## src/rtl/bmem_line_adapter_if.sv

```systemverilog
// rtl/bmem_line_adapter_if.sv - cache-side and memory-side signal bundle for bmem_line_adapter
interface bmem_line_adapter_if #(
  parameter int ADDR_WIDTH = 32,
  parameter int BUS_WIDTH  = 64,
  parameter int BURST_LEN  = 4
) ();
  localparam int LINE_W = BUS_WIDTH * BURST_LEN;

  logic [ADDR_WIDTH-1:0] i_addr;
  logic                  i_read;
  logic                  i_resp;
  logic [LINE_W-1:0]     i_rdata;

  logic [ADDR_WIDTH-1:0] d_addr;
  logic                  d_read;
  logic                  d_write;
  logic [LINE_W-1:0]     d_wdata;
  logic                  d_resp;
  logic [LINE_W-1:0]     d_rdata;

  logic [ADDR_WIDTH-1:0] bmem_addr;
  logic                  bmem_read;
  logic                  bmem_write;
  logic [BUS_WIDTH-1:0]  bmem_wdata;
  logic                  bmem_ready;
  logic [ADDR_WIDTH-1:0] bmem_raddr;
  logic [BUS_WIDTH-1:0]  bmem_rdata;
  logic                  bmem_rvalid;

  modport master (
    input  i_addr, i_read, d_addr, d_read, d_write, d_wdata,
    input  bmem_ready, bmem_raddr, bmem_rdata, bmem_rvalid,
    output i_resp, i_rdata, d_resp, d_rdata,
    output bmem_addr, bmem_read, bmem_write, bmem_wdata
  );

  modport slave (
    output i_addr, i_read, d_addr, d_read, d_write, d_wdata,
    output bmem_ready, bmem_raddr, bmem_rdata, bmem_rvalid,
    input  i_resp, i_rdata, d_resp, d_rdata,
    input  bmem_addr, bmem_read, bmem_write, bmem_wdata
  );
endinterface

```

## src/rtl/bmem_line_adapter.sv

```systemverilog
// rtl/bmem_line_adapter.sv - I/D cache line adapter onto a bursting banked memory
// Define BMEM_ADAPTER_RR_EN for round-robin arbitration instead of fixed D-over-I.
module bmem_line_adapter #(
  parameter int ADDR_WIDTH = 32,
  parameter int BUS_WIDTH  = 64,
  parameter int BURST_LEN  = 4
) (
  input  logic                clk,
  input  logic                rst_n,
  bmem_line_adapter_if.master bus,
  output logic                err
);
  localparam int LINE_W = BUS_WIDTH * BURST_LEN;
  localparam int OFS_W  = $clog2(LINE_W / 8);
  localparam int BEAT_W = $clog2(BURST_LEN);
  localparam logic [BEAT_W-1:0] LAST_BEAT = BEAT_W'(BURST_LEN - 1);

  typedef enum logic {IDLE, WR_BURST} state_e;
  typedef enum logic [1:0] {TGT_NONE, TGT_I, TGT_D} tgt_e;

  state_e            state_q, state_d;
  logic [BEAT_W-1:0] wbeat_q, wbeat_d;
  logic [BEAT_W-1:0] rx_beat_q;
  tgt_e              rx_tgt_q, rx_tgt;
  logic [LINE_W-1:0] rx_line_q, rx_line_d;
  logic [LINE_W-1:0] i_rdata_q, d_rdata_q;
  logic              i_out_q, d_out_q, i_resp_q, d_resp_q, err_q;
  logic              same_line, elig_i, elig_d, prefer_d, gnt_i, gnt_d;
  logic              i_acc, d_acc, wr_done, rx_first, hit_i, hit_d;
  logic              unused_lo;

  assign unused_lo = ^{bus.i_addr[OFS_W-1:0], bus.d_addr[OFS_W-1:0], bus.bmem_raddr[OFS_W-1:0]};

  // A client stays ineligible during its resp cycle: its request is still held then.
  assign same_line = (bus.i_addr[ADDR_WIDTH-1:OFS_W] == bus.d_addr[ADDR_WIDTH-1:OFS_W]);
  assign elig_i = rst_n && bus.i_read && !i_out_q && !i_resp_q && !(d_out_q && same_line);
  assign elig_d = rst_n && (bus.d_read || bus.d_write) && !d_out_q && !d_resp_q
                  && !(i_out_q && same_line);

`ifdef BMEM_ADAPTER_RR_EN
  logic last_d_q;  // set when D holds the most recent accepted grant
  assign prefer_d = !last_d_q;
  always_ff @(posedge clk or negedge rst_n) begin
    if (!rst_n)                        last_d_q <= 1'b0;
    else if (bus.bmem_ready && gnt_d)  last_d_q <= 1'b1;
    else if (bus.bmem_ready && gnt_i)  last_d_q <= 1'b0;
  end
`else
  assign prefer_d = 1'b1;
`endif

  always_comb begin
    state_d        = state_q;
    wbeat_d        = wbeat_q;
    gnt_i          = 1'b0;
    gnt_d          = 1'b0;
    i_acc          = 1'b0;
    d_acc          = 1'b0;
    wr_done        = 1'b0;
    bus.bmem_read  = 1'b0;
    bus.bmem_write = 1'b0;
    bus.bmem_addr  = '0;
    bus.bmem_wdata = '0;
    unique case (state_q)
      IDLE: begin
        if (elig_d && (!elig_i || prefer_d)) gnt_d = 1'b1;
        else if (elig_i)                     gnt_i = 1'b1;
        if (gnt_d) begin
          bus.bmem_addr = bus.d_addr;
          if (bus.d_write) begin
            bus.bmem_write = 1'b1;
            bus.bmem_wdata = bus.d_wdata[BUS_WIDTH-1:0];
            if (bus.bmem_ready) begin
              state_d = WR_BURST;
              wbeat_d = BEAT_W'(1);
            end
          end else begin
            bus.bmem_read = 1'b1;
            d_acc         = bus.bmem_ready;
          end
        end else if (gnt_i) begin
          bus.bmem_addr = bus.i_addr;
          bus.bmem_read = 1'b1;
          i_acc         = bus.bmem_ready;
        end
      end
      WR_BURST: begin
        bus.bmem_write = 1'b1;
        bus.bmem_addr  = bus.d_addr;
        bus.bmem_wdata = bus.d_wdata[int'(wbeat_q) * BUS_WIDTH +: BUS_WIDTH];
        if (bus.bmem_ready) begin
          wbeat_d = wbeat_q + 1'b1;
          if (wbeat_q == LAST_BEAT) begin
            state_d = IDLE;
            wbeat_d = '0;
            wr_done = 1'b1;
          end
        end
      end
      default: state_d = IDLE;
    endcase
  end

  // Beat 0 resolves the owner from raddr; later beats reuse the latched owner.
  assign rx_first = (rx_beat_q == '0);
  assign hit_i = i_out_q && (bus.bmem_raddr[ADDR_WIDTH-1:OFS_W] == bus.i_addr[ADDR_WIDTH-1:OFS_W]);
  assign hit_d = d_out_q && (bus.bmem_raddr[ADDR_WIDTH-1:OFS_W] == bus.d_addr[ADDR_WIDTH-1:OFS_W]);

  always_comb begin
    rx_tgt = rx_tgt_q;
    if (rx_first) rx_tgt = hit_d ? TGT_D : (hit_i ? TGT_I : TGT_NONE);
    rx_line_d = rx_line_q;
    rx_line_d[int'(rx_beat_q) * BUS_WIDTH +: BUS_WIDTH] = bus.bmem_rdata;
  end

  always_ff @(posedge clk or negedge rst_n) begin
    if (!rst_n) begin
      state_q   <= IDLE;
      wbeat_q   <= '0;
      rx_beat_q <= '0;
      rx_tgt_q  <= TGT_NONE;
      rx_line_q <= '0;
      i_rdata_q <= '0;
      d_rdata_q <= '0;
      i_out_q   <= 1'b0;
      d_out_q   <= 1'b0;
      i_resp_q  <= 1'b0;
      d_resp_q  <= 1'b0;
      err_q     <= 1'b0;
    end else begin
      state_q  <= state_d;
      wbeat_q  <= wbeat_d;
      i_resp_q <= 1'b0;
      d_resp_q <= wr_done;
      i_out_q  <= i_out_q | i_acc;
      d_out_q  <= d_out_q | d_acc;
      if (bus.d_read && bus.d_write) err_q <= 1'b1;
      if (bus.bmem_rvalid) begin
        rx_line_q <= rx_line_d;
        rx_tgt_q  <= rx_tgt;
        rx_beat_q <= rx_beat_q + 1'b1;
        if (rx_first && rx_tgt == TGT_NONE) err_q <= 1'b1;
        if (rx_beat_q == LAST_BEAT) begin
          rx_beat_q <= '0;
          if (rx_tgt == TGT_I) begin
            i_rdata_q <= rx_line_d;
            i_resp_q  <= 1'b1;
            i_out_q   <= 1'b0;
          end
          if (rx_tgt == TGT_D) begin
            d_rdata_q <= rx_line_d;
            d_resp_q  <= 1'b1;
            d_out_q   <= 1'b0;
          end
        end
      end else if (!rx_first) begin
        err_q     <= 1'b1;
        rx_beat_q <= '0;
      end
    end
  end

  assign bus.i_resp  = i_resp_q;
  assign bus.i_rdata = i_rdata_q;
  assign bus.d_resp  = d_resp_q;
  assign bus.d_rdata = d_rdata_q;
  assign err         = err_q;
endmodule

```

## src/flat_wrapper.sv

```systemverilog
// flat-port wrapper written by rule: the top's interface ports become plain ports
module bmem_line_adapter_flat 
#(
  parameter int ADDR_WIDTH = 32,
  parameter int BUS_WIDTH  = 64,
  parameter int BURST_LEN  = 4
)
  (clk, rst_n, err, bus_i_addr, bus_i_read, bus_d_addr, bus_d_read, bus_d_write, bus_d_wdata, bus_bmem_ready, bus_bmem_raddr, bus_bmem_rdata, bus_bmem_rvalid, bus_i_resp, bus_i_rdata, bus_d_resp, bus_d_rdata, bus_bmem_addr, bus_bmem_read, bus_bmem_write, bus_bmem_wdata);
  bmem_line_adapter_if #(.ADDR_WIDTH(ADDR_WIDTH), .BUS_WIDTH(BUS_WIDTH), .BURST_LEN(BURST_LEN)) bus_i ();
  input  logic clk;
  input  logic rst_n;
  output logic err;
  input wire logic [$bits(bus_i.i_addr)-1:0] bus_i_addr;
  input wire logic [$bits(bus_i.i_read)-1:0] bus_i_read;
  input wire logic [$bits(bus_i.d_addr)-1:0] bus_d_addr;
  input wire logic [$bits(bus_i.d_read)-1:0] bus_d_read;
  input wire logic [$bits(bus_i.d_write)-1:0] bus_d_write;
  input wire logic [$bits(bus_i.d_wdata)-1:0] bus_d_wdata;
  input wire logic [$bits(bus_i.bmem_ready)-1:0] bus_bmem_ready;
  input wire logic [$bits(bus_i.bmem_raddr)-1:0] bus_bmem_raddr;
  input wire logic [$bits(bus_i.bmem_rdata)-1:0] bus_bmem_rdata;
  input wire logic [$bits(bus_i.bmem_rvalid)-1:0] bus_bmem_rvalid;
  output wire logic [$bits(bus_i.i_resp)-1:0] bus_i_resp;
  output wire logic [$bits(bus_i.i_rdata)-1:0] bus_i_rdata;
  output wire logic [$bits(bus_i.d_resp)-1:0] bus_d_resp;
  output wire logic [$bits(bus_i.d_rdata)-1:0] bus_d_rdata;
  output wire logic [$bits(bus_i.bmem_addr)-1:0] bus_bmem_addr;
  output wire logic [$bits(bus_i.bmem_read)-1:0] bus_bmem_read;
  output wire logic [$bits(bus_i.bmem_write)-1:0] bus_bmem_write;
  output wire logic [$bits(bus_i.bmem_wdata)-1:0] bus_bmem_wdata;
  assign bus_i.i_addr = bus_i_addr;
  assign bus_i.i_read = bus_i_read;
  assign bus_i.d_addr = bus_d_addr;
  assign bus_i.d_read = bus_d_read;
  assign bus_i.d_write = bus_d_write;
  assign bus_i.d_wdata = bus_d_wdata;
  assign bus_i.bmem_ready = bus_bmem_ready;
  assign bus_i.bmem_raddr = bus_bmem_raddr;
  assign bus_i.bmem_rdata = bus_bmem_rdata;
  assign bus_i.bmem_rvalid = bus_bmem_rvalid;
  assign bus_i_resp = bus_i.i_resp;
  assign bus_i_rdata = bus_i.i_rdata;
  assign bus_d_resp = bus_i.d_resp;
  assign bus_d_rdata = bus_i.d_rdata;
  assign bus_bmem_addr = bus_i.bmem_addr;
  assign bus_bmem_read = bus_i.bmem_read;
  assign bus_bmem_write = bus_i.bmem_write;
  assign bus_bmem_wdata = bus_i.bmem_wdata;
  bmem_line_adapter #(.ADDR_WIDTH(ADDR_WIDTH), .BUS_WIDTH(BUS_WIDTH), .BURST_LEN(BURST_LEN)) u_core (.clk(clk), .rst_n(rst_n), .bus(bus_i), .err(err));
endmodule
```

## config.mk

```make
export PLATFORM = sky130hd
export DESIGN_NAME = bmem_line_adapter_flat
export DESIGN_NICKNAME = d
export VERILOG_FILES = /design/src/rtl/bmem_line_adapter_if.sv /design/src/rtl/bmem_line_adapter.sv /design/src/flat_wrapper.sv
export SDC_FILE = /design/constraint.sdc
export NUM_CORES = 1
export LEC_CHECK = 0
export ABC_CLOCK_PERIOD_IN_PS = 3240
export CORE_AREA = 2 2 400 402
export CTS_BUF_LIST = sky130_fd_sc_hd__clkbuf_2
export DETAILED_ROUTE_END_ITERATION = 10
export DIE_AREA = 0 0 402 404
export SYNTH_ARGS = -nofsm -noshare
export SYNTH_HDL_FRONTEND = slang
export SYNTH_SLANG_ARGS = --single-unit
export TNS_END_PERCENT = 30
```

## constraint.sdc

```tcl
create_clock -name clk -period 3.24 [get_ports clk]
set_clock_uncertainty 0.1 [all_clocks]
set_input_delay 0.648 -clock clk [delete_from_list [all_inputs] [get_ports clk]]
set_output_delay 0.648 -clock clk [all_outputs]
set_load 0.005 [all_outputs]
```

**Word level (Yosys, flattened, before mapping)**

Cells that the tools add are included.

- Register bits: 780
- Input port bits: 423
- Output and inout bits: 613

- Add/subtract/negate cells: 3
- Equal/unequal tests: 12
- Shifts and indexed selects: 3
- Mux-type cells: 62
- Bitwise operators: 3
- Reductions and logical operators: 26

Operators with widths:

| cell | count |
|---|---|
| bitwise mux 256 bit | 1 |
| variable shift 64 x 33 -> 256 bit, first input constant | 1 |
| variable part select 256 x 9 -> 64 bit | 1 |
| variable part select 64 x 33 -> 256 bit | 1 |
| two-way mux 64 bit | 2 |
| one-hot mux 64 bit (2 select lines) | 1 |
| == test 27 bit | 3 |
| two-way mux 32 bit | 2 |
| one-hot mux 32 bit (2 select lines) | 1 |
| two-way mux 1 bit | 42 |
| negation 8 -> 33 bit | 1 |
| two-way mux 2 bit | 10 |
| logical AND 1 bit | 14 |
| != test 2 bit, second input constant | 4 |
| == test 2 bit, second input constant | 3 |
| zero test 1 bit | 6 |
| AND reduction 3 bit | 2 |
| adder 2 x 1 -> 2 bit, second input constant | 2 |
| zero test 2 bit | 2 |
| one-hot mux 1 bit (2 select lines) | 2 |
| one-hot mux 2 bit (2 select lines) | 1 |
| AND reduction 4 bit | 1 |
| == test 2 x 1 -> 1 bit, second input constant | 1 |
| != test 2 x 1 -> 1 bit, second input constant | 1 |
| other kinds (3) | 4 |

**Depth between registers and ports, before layout**

- Depth after elaboration: 14
- Gate-level depth with buffers: 11
- Gate-level depth less buffers: 8

**Least setup slack after synthesis**

Ideal clock, no wire load.

- Path kind: input port to output port
- Start point: in bus_i_addr[28]
- End point: out bus_bmem_addr[10]
- Data arrival time: 2,401 ps
- Required time: 2,492 ps
- Setup slack: 91 ps
- Stages on the path: 7
- Buffers on the path: 1
- Cell sequence: xnor2_1 nand4_1 nor4_1 nand4_1 a21oi_1 buf_2 mux2i_1

- Longest elaborated chain between the ends: 10
- Elaborated cells on any way between the ends: 15
- Those cells by class: 1 x eq/ne; 8 x mux; 6 x reduce/logical

Ends and longest elaborated chain:

| element | RTL line | RTL |
|---|---|---|
| from (decl) | flat_wrapper.sv:13 | `input wire logic [$bits(bus_i.i_addr)-1:0] bus_i_addr;` |
| == test 27 bit (*) | bmem_line_adapter.sv:35 | `assign same_line = (bus.i_addr[ADDR_WIDTH-1:OFS_W] == bus.d_addr[ADDR_WIDTH-1:OFS_W]);` |
| logical AND 1 bit | bmem_line_adapter.sv:36 | `assign elig_i = rst_n && bus.i_read && !i_out_q && !i_resp_q && !(d_out_q && same_line);` |
| zero test 1 bit | bmem_line_adapter.sv:36 |  |
| logical AND 1 bit | bmem_line_adapter.sv:36 |  |
| two-way mux 1 bit | bmem_line_adapter.sv:67 | `else if (elig_i) gnt_i = 1'b1;` |
| two-way mux 1 bit | bmem_line_adapter.sv:66 | `if (elig_d && (!elig_i \|\| prefer_d)) gnt_d = 1'b1;` |
| two-way mux 1 bit | bmem_line_adapter.sv:64 | `unique case (state_q)` |
| two-way mux 32 bit | bmem_line_adapter.sv:81 | `end else if (gnt_i) begin` |
| two-way mux 32 bit (*) | bmem_line_adapter.sv:68 | `if (gnt_d) begin` |
| one-hot mux 32 bit (2 select lines) (*) | bmem_line_adapter.sv:64 |  |
| to (decl) | flat_wrapper.sv:27 | `output wire logic [$bits(bus_i.bmem_addr)-1:0] bus_bmem_addr;` |

Mark *: on every way between the ends. The rest lies on a longest branch, timed or not. The select of a mux whose other input is x is not followed.

**Final worst setup path**

- Start point: reg u_core.wbeat_q[0]
- End point: out bus_bmem_wdata[56]

- Longest elaborated chain between the ends: 2

Ends and longest elaborated chain:

| element | RTL line | RTL |
|---|---|---|
| from (decl) | bmem_line_adapter.sv:22 | `logic [BEAT_W-1:0] wbeat_q, wbeat_d;` |
| from (signal assigned) | bmem_line_adapter.sv:132 | `wbeat_q <= wbeat_d;` |
| variable part select 256 x 9 -> 64 bit | bmem_line_adapter.sv:90 | `bus.bmem_wdata = bus.d_wdata[int'(wbeat_q) * BUS_WIDTH +: BUS_WIDTH];` |
| one-hot mux 64 bit (2 select lines) | bmem_line_adapter.sv:64 |  |
| to (decl) | flat_wrapper.sv:30 | `output wire logic [$bits(bus_i.bmem_wdata)-1:0] bus_bmem_wdata;` |

No other way between the ends.

==> metrics.md <==
| Metric | Value |
|---|---|
| Overall die height | 404 um |
| RSZ-0062 raised after global routing | yes |
| Mapped Cells | 3133 |
| Max_cap viols | 0 |
| Total grt overflow | 0 |
| Cell Area, Placed | 0.0502 sq mm |
| Initial Util | 23.0% |
| Synth warn | 0 |
| Initial DRC count | 2374 |
| FFs w/ async S/R, synth | 100% |
| Post-route ant nets | 0 |
| Worst-path fanout max | 6 |
| Clk slew on worst S/H paths | 0.11 ns |
| Routed Wire Length | 184 mm |
| Io pins | 1036 |
| Vias in the first global route | 32000 |
| Relative max-transition margin | 10.2% |
| Fin area | 0.0555 sq mm |
| Worst hold path class | in -> async |
| Peak Freq | 241 MHz |
| Setup WS pre-CTS | -1.06 ns |
| CTS buffer count | 207 |
| Final HPWL DP | 135 mm |
| Seq. cell area | 0.0195 sq mm |
| DIE AREA | 0.162 sq mm |
| Util after Layout | 35.2% |
| Crit path kind | reg -> out |
| Crit path capture type | output port |
| Post-route setup TNS | -79.35 ns |
| Post-synthesis register bit count | 780 |
| Vias per cell | 4.62 |
| Status | finished with violations |
| Root buffer cell | clkbuf_2 |
| Startpoint Class | register |
| Row count | 146 |
| CTS tree | done |
| Worst-Margin Slew | 1.33 ns |
| Gpl congestion | 0.981 |
| Pwr dens | 451 mW/mm^2 |
| Global-route wire length before repair | 251 mm |
| Die W | 402 um |
| Clock Path Buffers | 3 |
| Seq/Total Area, Yosys | 53.7% |
| Max Slew Vio Count | 0 |
| CP arrival | 3.40 ns |
| Layout net count | 4976 |
| Core region area | 0.158 sq mm |
| GRT Resource Usage Total | 21.7% |
| Average size of a mapped cell | 11.6 sq um |
| Initial antenna violation count | 67 |
| Max VDD drop | 0.308 mV |
| Final period utilization | 128% |
| Flop2flop setup slack | 0.07 ns |
| H-Tree Depth | 4 |
| Number of synthesized flops with an enable pin | 0 |
| Clk sinks | 780 |
| Crit path time final | 4.15 ns |
| DRC violations left | 0 |
| Pleak | 0.0322 uW |
| Post-Syn Area | 0.0364 sq mm |
| Final Hold Viols | 0 |
| Final worst slack | -0.908 ns |
| Skew-Pair Late Insertion Delay | 1.64 ns |
| Detailed Routing Iterations Pass 1 | 5 |
| CP required | 2.49 ns |
| Fillers | 15800 |
| Ys flop type | dfrtp_1 |
| Multi-input logic area | 0.0151 sq mm |
| Violated checks | negative setup slack |
| Final setup fails | 99 |
| Post-synthesis net count | 3563 |
| Share of cells above drive strength 1 | 35.2% |
| Pin count of the biggest net entering global routing | 145 |
| P&R area growth vs syn | 52.7% |
| WL/cell | 27.1 um |
| Buffers on Ports | 1030 |
| Vias | 31400 |
| Post-synth cell types | 37 |
## layout by cell type (no fill, tap or decap), drive strengths merged, types with 3 or more instances in the layout
master,n
nand3,4
nor4b,3
nor2,9
nor3,6
a21oi,5
and2,5
a22o,258
inv,301
buf,601
dfrtp,780
nand4,12
clkinv,39
clkbuf,313
clkdlybuf4s15,9
o21ai,326
dlygate4sd3,90
mux2i,32
xor2,45
xnor2,36
clkdlybuf4s50,416
nand2,436
ha,7
dlymetal6s2s,345
mux4,64
a211oi,3
nor4,12
mux2,512
diode,48
## sequential cells by signal, summed over array words and instances (netlist names)
register and count:
u_core.i_out_q 1, u_core.rx_tgt_q 2, u_core.rx_line_q 256, u_core.err 1, u_core.wbeat_q 2, u_core.bus.i_resp 1, u_core.state_q 1, u_core.d_out_q 1
u_core.bus.d_rdata 256, u_core.bus.d_resp 1, u_core.rx_beat_q 2, u_core.bus.i_rdata 256
## where the power goes
group	switching (uW)	internal [uW]
Sequential	694	10900
Clock	4420	2600
Combinational	3960	2450
## cell type report
cell class	count	share of cell area [%]
clock buffer	299	2.69
timing repair buffer	1478	27.6
antenna	48	0.216
clock inverter	49	0.536
sequential	780	35.2
multi-input combinational	1785	27.1
tap	2072	4.67
inverter	294	2.00
## logic make-up (layout without fill, tap and decap cells)
| logic type | Yosys count | in the layout | share of synthesized area (%) |
|---|---|---|---|
| XOR/XNOR | 81 | 81 | 1.95 |
| multiplexers | 608 | 608 | 20.7 |
| AND/OR/NAND/NOR | 492 | 492 | 5.40 |
| other | 0 | 48 | 0 |
| buffers and inverters | 568 | 2120 | 7.08 |
| AO/OA/AOI/OAI | 597 | 597 | 11.0 |
| adder cells (fa/ha/maj) | 7 | 7 | 0.241 |
| flip-flops | 780 | 780 | 53.7 |
## worst paths after layout
check / from / cells after the start / endpoint
min in group clk: bus_bmem_rdata[45] / 3 / u_core.rx_line_q[173]
max reg2reg: u_core.rx_beat_q[1] / 12 / u_core.bus.i_rdata[87]
max: u_core.wbeat_q[0] / 7 / bus_bmem_wdata[56]
min: rst_n / 4 / u_core.bus.d_rdata[199]
max in group asynchronous: rst_n / 6 / u_core.rx_line_q[110]
min reg2reg: u_core.bus.i_rdata[230] / 1 / u_core.bus.i_rdata[230]
## through the flow
step                      cells  power (uW)  hold slack [ns]
after global routing       6771       26600            0.113
final                      6805       25100            0.309
after global placement     6173       17900            0.375
after floorplan            3133       14700            0.252
after CTS                  6710       25400           0.0153
after detailed placement   6173       18100            0.375
## cells in the mapped netlist (2+ instances only)
library cell | count | area, sq um
nor2_1 | 9 | 33.8
nor3_1 | 6 | 30.0
mux2_1 | 2 | 22.5
nand2_1 | 436 | 1640
buf_1 | 32 | 120
a22o_1 | 258 | 2260
buf_2 | 31 | 155
nand3_1 | 4 | 20.0
a211oi_1 | 2 | 15.0
buf_4 | 67 | 503
mux4_2 | 64 | 1440
buf_6 | 20 | 225
mux2_2 | 510 | 5740
dfrtp_1 | 780 | 19500
mux2i_1 | 32 | 320
o21ai_0 | 326 | 1630
nand4_1 | 12 | 75.1
nand3b_1 | 2 | 15.0
nor4_1 | 12 | 75.1
xnor2_1 | 36 | 315
clkbuf_1 | 122 | 458
clkbuf_2 | 2 | 10.0
nor4b_1 | 3 | 26.3
inv_1 | 294 | 1100
xor2_1 | 45 | 394
ha_1 | 7 | 87.6
a21oi_1 | 5 | 25.0
and2_1 | 5 | 31.3
## routing by layer
metal | vias to the layer above | GRT usage (%) | share of wire, %
met5 | - | 0 | 0.12
met4 | 34 | 5.98 | 2.1
met3 | 249 | 9.50 | 11
met2 | 1329 | 32.8 | 45
met1 | 16100 | 28.1 | 42
li1 | 13700 | - | -
## critical path, cell delays in order, from the launching register on
cell	delay, ns
dfrtp_4	0.58
buf_16	0.17
buf_8	0.13
buf_12	0.12
mux4_2	0.50
nand2_2	0.10
o21ai_2	0.06
buf_2	0.12
## timing repair
action	4_1_cts	5_1_grt
buffers inserted	89	39
gates resized for setup	1320	502
hold buffers	90	0
endpoints found under the hold margin	1149	0
setup endpoints to repair	853	694
cloned	13	15
pin swaps	31	27
No activity file was read; power rests on OpenSTA's default activity.
